`src/rtl/fixed_arith_pkg.sv`:
```
// fixed_arith_pkg: shared fixed-point helpers and skid-buffer occupancy states
package fixed_arith_pkg;
  localparam int ACC_W = 64;
  typedef logic signed [ACC_W-1:0] acc_t;
  typedef enum logic [1:0] {EMPTY, ONE, TWO} occ_e;
  function automatic acc_t floor_shift(input acc_t x, input int sh);
    return x >>> sh;
  endfunction
  function automatic acc_t saturate(input acc_t x, input int w);
    acc_t hi, lo;
    hi = (acc_t'(1) <<< (w - 1)) - acc_t'(1);
    lo = -hi - acc_t'(1);
    return x > hi ? hi : x < lo ? lo : x;
  endfunction
endpackage

```
`src/rtl/skid_buffer_2.sv`:
```
// skid_buffer_2: two-entry registered valid/ready buffer; in_ready depends only on occupancy
module skid_buffer_2 import fixed_arith_pkg::*; #(
  parameter int DATA_WIDTH = 8
) (
  input  logic                  clk,
  input  logic                  rst,
  input  logic [DATA_WIDTH-1:0] in_data,
  input  logic                  in_valid,
  output logic                  in_ready,
  output logic [DATA_WIDTH-1:0] out_data,
  output logic                  out_valid,
  input  logic                  out_ready
);
  occ_e occ, occ_nxt;
  logic [DATA_WIDTH-1:0] e1;
  logic push, pop;
  assign in_ready = occ != TWO;
  assign push = in_valid & in_ready;
  assign pop = out_valid & out_ready;
  always_comb begin
    occ_nxt = occ;
    occ_nxt = occ == EMPTY ? (push ? ONE : EMPTY) :
              occ == ONE   ? (push & !pop ? TWO : pop & !push ? EMPTY : ONE) :
                             (pop ? ONE : TWO);
  end
  always_ff @(posedge clk or negedge rst) begin
    if (!rst) begin
      occ       <= EMPTY;
      out_valid <= 1'b0;
      out_data  <= '0;
      e1        <= '0;
    end else begin
      occ       <= occ_nxt;
      out_valid <= occ_nxt != EMPTY;
      if (occ == TWO && pop) out_data <= e1;
      else if (push && (occ == EMPTY || pop)) out_data <= in_data;
      if (push && occ == ONE && !pop) e1 <= in_data;
    end
  end
endmodule

```
`src/rtl/attention_bias_add_join.sv`:
```
// attention_bias_add_join: joins data and bias beats, aligns, adds, floors, saturates; tags tensor-last beats
module attention_bias_add_join import fixed_arith_pkg::*; #(
  parameter int DATA_IN_0_PRECISION_0  = 16,
  parameter int DATA_IN_0_PRECISION_1  = 8,
  parameter int BIAS_PRECISION_0       = 16,
  parameter int BIAS_PRECISION_1       = 3,
  parameter int DATA_OUT_0_PRECISION_0 = 16,
  parameter int DATA_OUT_0_PRECISION_1 = 8,
  parameter int PARALLELISM            = 1,
  parameter int TENSOR_SIZE_DIM_0      = 32,
  parameter int TENSOR_SIZE_DIM_1      = 4,
  parameter int DEPTH_DIM_0            = TENSOR_SIZE_DIM_0 / PARALLELISM
) (
  input  logic                              clk,
  input  logic                              rst,
  input  logic [DATA_IN_0_PRECISION_0-1:0]  data_in_0 [PARALLELISM],
  input  logic                              data_in_0_valid,
  output logic                              data_in_0_ready,
  input  logic [BIAS_PRECISION_0-1:0]       bias [PARALLELISM],
  input  logic                              bias_valid,
  output logic                              bias_ready,
  output logic [DATA_OUT_0_PRECISION_0-1:0] data_out_0 [PARALLELISM],
  output logic                              data_out_0_valid,
  input  logic                              data_out_0_ready,
  output logic                              data_out_0_last
);
  localparam int SH_B = DATA_IN_0_PRECISION_1 - BIAS_PRECISION_1;
  localparam int SH_O = DATA_IN_0_PRECISION_1 - DATA_OUT_0_PRECISION_1;
  localparam int AB_W = BIAS_PRECISION_0 + SH_B;
  localparam int W = (DATA_IN_0_PRECISION_0 > AB_W ? DATA_IN_0_PRECISION_0 : AB_W) + 1;
  localparam int DO_W = DATA_OUT_0_PRECISION_0;
  localparam int DW = PARALLELISM * DO_W + 1;
  localparam int CW_B = DEPTH_DIM_0 > 1 ? $clog2(DEPTH_DIM_0) : 1;
  localparam int CW_R = TENSOR_SIZE_DIM_1 > 1 ? $clog2(TENSOR_SIZE_DIM_1) : 1;
  if (BIAS_PRECISION_1 > DATA_IN_0_PRECISION_1) begin : g_bad_bias_frac
    $error("BIAS_PRECISION_1 must not exceed DATA_IN_0_PRECISION_1");
  end
  if (DATA_OUT_0_PRECISION_1 > DATA_IN_0_PRECISION_1) begin : g_bad_out_frac
    $error("DATA_OUT_0_PRECISION_1 must not exceed DATA_IN_0_PRECISION_1");
  end
  if (W > ACC_W) begin : g_too_wide
    $error("sum width exceeds fixed_arith_pkg accumulator width");
  end
  logic space, fire, beat_wrap, row_wrap, last;
  logic [CW_B-1:0] beat_cnt;
  logic [CW_R-1:0] row_cnt;
  logic [DW-1:0] in_word, out_word;
  // bias_ready must never rise on a cycle that cannot fire, or the bias source slips
  assign data_in_0_ready = rst & bias_valid & space;
  assign bias_ready = rst & data_in_0_valid & space;
  assign fire = data_in_0_valid & bias_valid & space;
  assign beat_wrap = beat_cnt == CW_B'(DEPTH_DIM_0 - 1);
  assign row_wrap = row_cnt == CW_R'(TENSOR_SIZE_DIM_1 - 1);
  assign last = beat_wrap & row_wrap;
  always_ff @(posedge clk or negedge rst) begin
    if (!rst) begin
      beat_cnt <= '0;
      row_cnt  <= '0;
    end else if (fire) begin
      beat_cnt <= beat_wrap ? '0 : beat_cnt + 1'b1;
      if (beat_wrap) row_cnt <= row_wrap ? '0 : row_cnt + 1'b1;
    end
  end
  for (genvar i = 0; i < PARALLELISM; i++) begin : g_lane
    logic signed [W-1:0] d_ext, b_ext, sum;
    assign d_ext = W'($signed(data_in_0[i]));
    assign b_ext = W'($signed(bias[i])) <<< SH_B;
    assign sum = d_ext + b_ext;
    assign in_word[i*DO_W +: DO_W] = DO_W'(saturate(floor_shift(acc_t'(sum), SH_O), DO_W));
    assign data_out_0[i] = out_word[i*DO_W +: DO_W];
  end
  assign in_word[DW-1] = last;
  assign data_out_0_last = out_word[DW-1];
  skid_buffer_2 #(.DATA_WIDTH(DW)) u_skid (
    .clk       (clk),
    .rst       (rst),
    .in_data   (in_word),
    .in_valid  (data_in_0_valid & bias_valid),
    .in_ready  (space),
    .out_data  (out_word),
    .out_valid (data_out_0_valid),
    .out_ready (data_out_0_ready)
  );
endmodule

```
`config.mk`:
```
export PLATFORM = sky130hd
export DESIGN_NAME = attention_bias_add_join
export DESIGN_NICKNAME = d
export VERILOG_FILES = /design/src/rtl/fixed_arith_pkg.sv /design/src/rtl/skid_buffer_2.sv /design/src/rtl/attention_bias_add_join.sv
export SDC_FILE = /design/constraint.sdc
export NUM_CORES = 1
export LEC_CHECK = 0
export ABC_AREA = 1
export CORE_UTILIZATION = 54
export DETAILED_ROUTE_END_ITERATION = 8
export HOLD_SLACK_MARGIN = 0.15
export PLACE_DENSITY_LB_ADDON = 0.3
export SLEW_MARGIN = 10
export SYNTH_ARGS = -nofsm -noshare
export SYNTH_HDL_FRONTEND = slang
export SYNTH_HIERARCHICAL = 1
export SYNTH_SLANG_ARGS = --single-unit
```
`constraint.sdc`:
```
create_clock -name clk -period 2.2 [get_ports clk]
set_input_delay 0.22 -clock clk [delete_from_list [all_inputs] [get_ports clk]]
set_output_delay 0.22 -clock clk [all_outputs]
set_load 0.05 [all_outputs]
```
Yosys cells after proc, flatten, opt, wreduce, memory -nomap -nowiden

Index checks and enable logic that the tools add are counted.
W data, S select, Z words.

RAM bits: 0
Bits in latches: 0
Output and inout bits: 20
Memory bits (read-only): 0
Logic and storage cells: 49
Memories: 0
Input bits: 37
Register bits: 44

Divide/modulo/power cells: 0
Multiplexer cells: 12
Magnitude comparators: 2
Multiply operators: 0
Shift operators: 0
Equality and inequality tests: 5
Reduce and logical (&&, ||, !) cells: 11
Add/subtract/negate cells: 3
Bitwise logic cells: 10

Operator list:

| operator               | count |
|---|---|
| $mux W17               | 2 |
| $mux W16               | 2 |
| $add A16 B21 Y22       | 1 |
| $gt A22 B16 Y1 const B | 1 |
| $lt A22 B16 Y1 const B | 1 |
| $and A1 B1 Y1          | 10 |
| $mux W2                | 5 |
| $add A5 B1 Y5 const B  | 1 |
| $eq A5 B5 Y1 const B   | 1 |
| $mux W5                | 1 |
| $eq A2 B2 Y1 const B   | 2 |
| $logic_and A1 B1 Y1    | 4 |
| $reduce_bool A2 Y1     | 2 |
| $add A2 B1 Y2 const B  | 1 |
| $eq A2 B1 Y1 const B   | 1 |
| $logic_not A1 Y1       | 2 |
| $logic_not A2 Y1       | 1 |
| $mux W1                | 2 |
| $ne A2 B2 Y1 const B   | 1 |
| $reduce_and A2 Y1      | 1 |
| $logic_or A1 B1 Y1     | 1 |

Longest topological paths before layout

Gate-level depths: netlist of the first run.

Depth in word-level cells: 9
Gate-level depth with buffers: 21
Depth with buffers taken out: 20

Cells and area by module

The synthesis of the first run kept the hierarchy.

By module, submodules not included:

| module                  | instances | seq. area each (µm²) | area an instance (µm²) | cells an instance |
|---|---|---|---|---|
| skid_buffer_2           | 1         | 925.9                | 1734.2                 | 219 |
| attention_bias_add_join | 1         | 175.2                | 1609.0                 | 289 |

Worst setup path before layout of the first run

OpenSTA, ideal clock, no wires.

Path type: input -> register
Start: in data_in_0[5] (netlist name)
End: reg u_skid.out_data[5]
Setup time: 0.118 ns
Arrival: 2.060 ns
Buffers on the path: 1
Setup slack: 0.022 ns
Stages on the path: 18
Data required time: 2.082 ns
Path through: ha_1 -> inv_1 -> fa_1 -> nor2_2 -> nor2_4 -> o21bai_2 -> nand2_1 -> o211ai_1 -> nand2_1 -> inv_2 -> nand2_4 -> buf_6 -> nand2_1 -> nand2_1 -> nand2_1 -> nand2_1 -> nand2_1 -> nand2_1

Longest elaborated chain between the ends: 6
Elaborated cells between the ends (all ways): 7
Classes of those cells: 1 x add/sub; 2 x order compare; 4 x mux

RTL lines:

| what                 | RTL line                      | source |
|---|---|---|
| start, declared      | attention_bias_add_join.sv:16 | `input logic [DATA_IN_0_PRECISION_0-1:0] data_in_0 [PARALLELISM],` |
| $add A16 B21 Y22 *   | attention_bias_add_join.sv:68 | `assign sum = d_ext + b_ext;` |
| $lt A22 B16 Y1       | fixed_arith_pkg.sv:13         | `return x > hi ? hi : x < lo ? lo : x;` |
| $mux W16             | fixed_arith_pkg.sv:13         |  |
| $mux W16 *           | fixed_arith_pkg.sv:13         |  |
| via in_word[5]       | attention_bias_add_join.sv:47 | `logic [DW-1:0] in_word, out_word;` |
| $mux W17 *           | skid_buffer_2.sv:36           | `else if (push && (occ == EMPTY \|\| pop)) out_data <= in_data;` |
| $mux W17 *           | skid_buffer_2.sv:35           | `if (occ == TWO && pop) out_data <= e1;` |
| end signal, assigned | skid_buffer_2.sv:36           |  |
| end, declared        | skid_buffer_2.sv:10           | `output logic [DATA_WIDTH-1:0] out_data,` |

Mark *: on every way through the listed nets, which the timed path passes. The rest lies on a longest branch. The select of a mux whose other input is x is not followed.
A chain may end at the register's enable or synchronous reset.

Final worst setup path of the first run

Start: in data_in_0[8] (netlist name)
End: reg u_skid.out_data[13]

The elaborated chain is that of the path after synthesis.

==> flow_summary.ini, run 1 <==
[status]
violations = negative setup slack
status = finished with violations

[critical_path]
r2r-end = row_cnt[0]
reg2reg_slack_ns = 0.61
cp.arrival_ns = 2.57
critPathMaxFanout = 8
reg2reg_depth = 8
r2r-start = beat_cnt[0]
critPathKind = input port to register
worst_ep_required_time_ns = 2.39
critPathLaunchType = input port
endpoint_kind = register

[sta]
final-max-slew-violation-count = 0
layout_setup_ws_ns = -0.177
rsz0062_at_grt = true
worstMarginPinSlew_ns = 0.551
fin_skew_ns = 0.00727
timing.fmax_mhz = 421
hold_slack_ns = 0.486
tns_ns = -2.32
period_share_pct = 108
period_minus_slack_ns = 2.38
relSlewSlack_pct = 63.3
setup_viol = 29
finalHoldViolations = 0

[pwr]
p_leak_nw = 2.64
power_density_nw_per_um2 = 964
vdd_drop_max_v = 0.000649

[drt]
drtIter0Drc = 369
first_pass_iters = 8
routedWlPerCell_um = 15.7
drt-total-wl_um = 10700
post-route-drc-count = 0
detail-route-antenna-nets = 0
vias_per_cell = 5.64
vias = 3860

[finish]
area_growth_pct = 45.6
final_area_um2 = 4870
nets = 666
final_layout_size_suffix_gt1_share_pct = 27.9
seq_area_um2 = 1100
multi_input_area_um2 = 2390
postLayoutCoreUtil_pct = 81.7
final_cells = 685
diodes = 0
fillers = 360

[synth]
synth_cells = 508
yosys.area.top_type = dfrtp_1
synth_top_area_share_pct = 32.9
netlist_area_um2 = 3340
synth_commonest_cells = nand2_1 (249), inv_1 (52), dfrtp_1 (44)
syn_avg_cell_area_um2 = 6.58
yosys-top-cells-area = dfrtp_1 (33%), nand2_1 (28%), ha_1 (7.1%)
synth-seq-cells = 44
yosysMostFrequentCell = nand2_1
synth_nets = 565
synth_warnings = 6
seq_area_frac_synth_pct = 32.9
synth_cell_types = 34
synth_edf_count = 0
synth_ff_type = dfrtp_1
async_flop_share_pct = 100

[clock_network]
clockBufferDepth = 2
clock_latency_ns = 0.30
cts_tree = done
cts-root-buf = clkbuf_8
cts_buffers = 5
clock-sinks = 44
cts_htree_levels = 2
clkTransAtPathRegs_ns = 0.08

[run]
maxCapViolations = 0

[hold_path]
hold_end = u_skid/out_data[3]
hp-start = u_skid/out_data[3]
worstHoldPathType = register to register
hold_depth = 2

[floorplanning]
core_area_um2 = 5960
die_h_um = 80.7
row_count = 28
die_x_um = 80.7
start_util_pct = 56.1
io_pins = 57
floorplan.die_area_um2 = 6510

[grt]
grt_overflow = 0
globalRouteTotalUtil_pct = 29.8
grt_max_degree = 45
grt_pass1_wl_um = 15000
grt_pass1_vias = 3552
antenna_found_initial = 0

[place]
place_inst = 663
globalplace.congestion = 0.923
port_buffers = 56
dpl_cell_area_um2 = 4190
dp_hpwl_um = 6230
-- registers in the layout (all words and copies together) (netlist names) --
signal and flops:
u_skid/e1 17, u_skid/out_data 17, row_cnt 2, u_skid/out_valid 1, u_skid/occ 2, beat_cnt 5
-- critical path, stage by stage --
cell and delay (ns):
dlygate4sd2_1 0.26, ha_4 0.24, nand2_1 0.10, nand2_2 0.09, buf_4 0.15, nand2_1 0.07, nand2_1 0.08, nand2_1 0.12
nand3_2 0.09, nand2_1 0.07, nand2_1 0.06, nor2_1 0.13, nand4_1 0.28, nand2_4 0.25, nand2_2 0.09, nand2_1 0.07
nand2_1 0.07, nand2_1 0.07, nand2_1 0.06
-- cells by family after synthesis --
group / after synthesis / synth area share, %
buffers and inverters: 68 / 8.87
xor gates and xnor gates: 9 / 2.36
and+or+nand+nor: 329 / 41.2
adders and majority gates: 20 / 7.71
DFF: 44 / 32.9
AOI/OAI and AO/OA: 38 / 6.89
-- worst max path at each step --
| stage | cells past startpoint | end | slack, ns | startpoint |
|---|---|---|---|---|
| 6_report | 19 | u_skid/out_data[13] | -0.18 | data_in_0[8] |
| 5_1_grt | 19 | u_skid/out_data[13] | -0.35 | data_in_0[8] |
| 4_1_cts | 19 | u_skid/out_data[13] | 0.001 | data_in_0[10] |
| 3_5_place_dp | 18 | u_skid/out_data[5] | -0.61 | data_in_0[15] |
| 3_3_place_gp | 16 | u_skid/out_data[5] | -0.55 | data_in_0[5] |
| 2_1_floorplan | 18 | u_skid/out_data[5] | 0.02 | data_in_0[5] |
-- final cells by class --
type / count / area share, %
clock inverter: 2 / 0.797
sequential: 44 / 22.6
tap: 75 / 1.93
timing repair buffer: 102 / 19.3
clock buffer: 6 / 1.70
inverter: 58 / 4.57
multi-input combinational: 398 / 49.1
-- through the flow --
stage / worst slack, ns / total power [mW]
global route: -0.347 / 4.98
finish: -0.177 / 4.70
detailed placement: -0.605 / 3.73
global placement: -0.549 / 3.64
CTS: 0.00112 / 4.50
floorplan: 0.0222 / 2.99
-- routing by layer --
metal  up-vias  wire length [µm]  global-route usage [%]
met1      1742              4000                    33.1
met5         -                 0                       0
met2       247              5280                    54.2
met4         0               639                    16.1
met3        83               833                    4.09
li1       1788                 -                       -
-- power breakdown --
| part | leakage [nW] | switching, mW | internal, mW |
|---|---|---|---|
| combinational | 2.04 | 1.72 | 0.915 |
| clock | 0.0614 | 0.290 | 0.371 |
| sequential | 0.541 | 0.225 | 1.18 |
-- layout by cell type, fill, tap and decap left out, types with 6 or more instances in the layout --
cell type / n
dlymetal6s2s_1: 10
nand3_1: 26
nor2_4: 6
inv_2: 12
nor2_1: 16
o21ai_1: 9
buf_4: 44
o21ai_0: 11
clkbuf_8: 6
nand2_2: 38
dlygate4sd2_1: 10
a21oi_1: 6
nand2_4: 13
nand2_1: 209
ha_4: 14
clkdlybuf4s50_1: 27
inv_1: 44
dfrtp_1: 44
xor2_1: 6
nor2_2: 6
-- repair_timing --
action	CTS	global route
cloned	1	1
setup buffers	6	5
hold buffers	1	0
pin swaps	25	39
hold endpoints to repair	44	0
setup endpoints to repair	31	31
gates resized for setup	59	81
Power figures use the tool's default switching activity.
==> inputs of run 2 (changes only) <==
CTS_CLUSTER_DIAMETER = 30   (was not set)
==> results of run 2 <==
No change in the layout: final DEF, timing and power equal those of run 1.
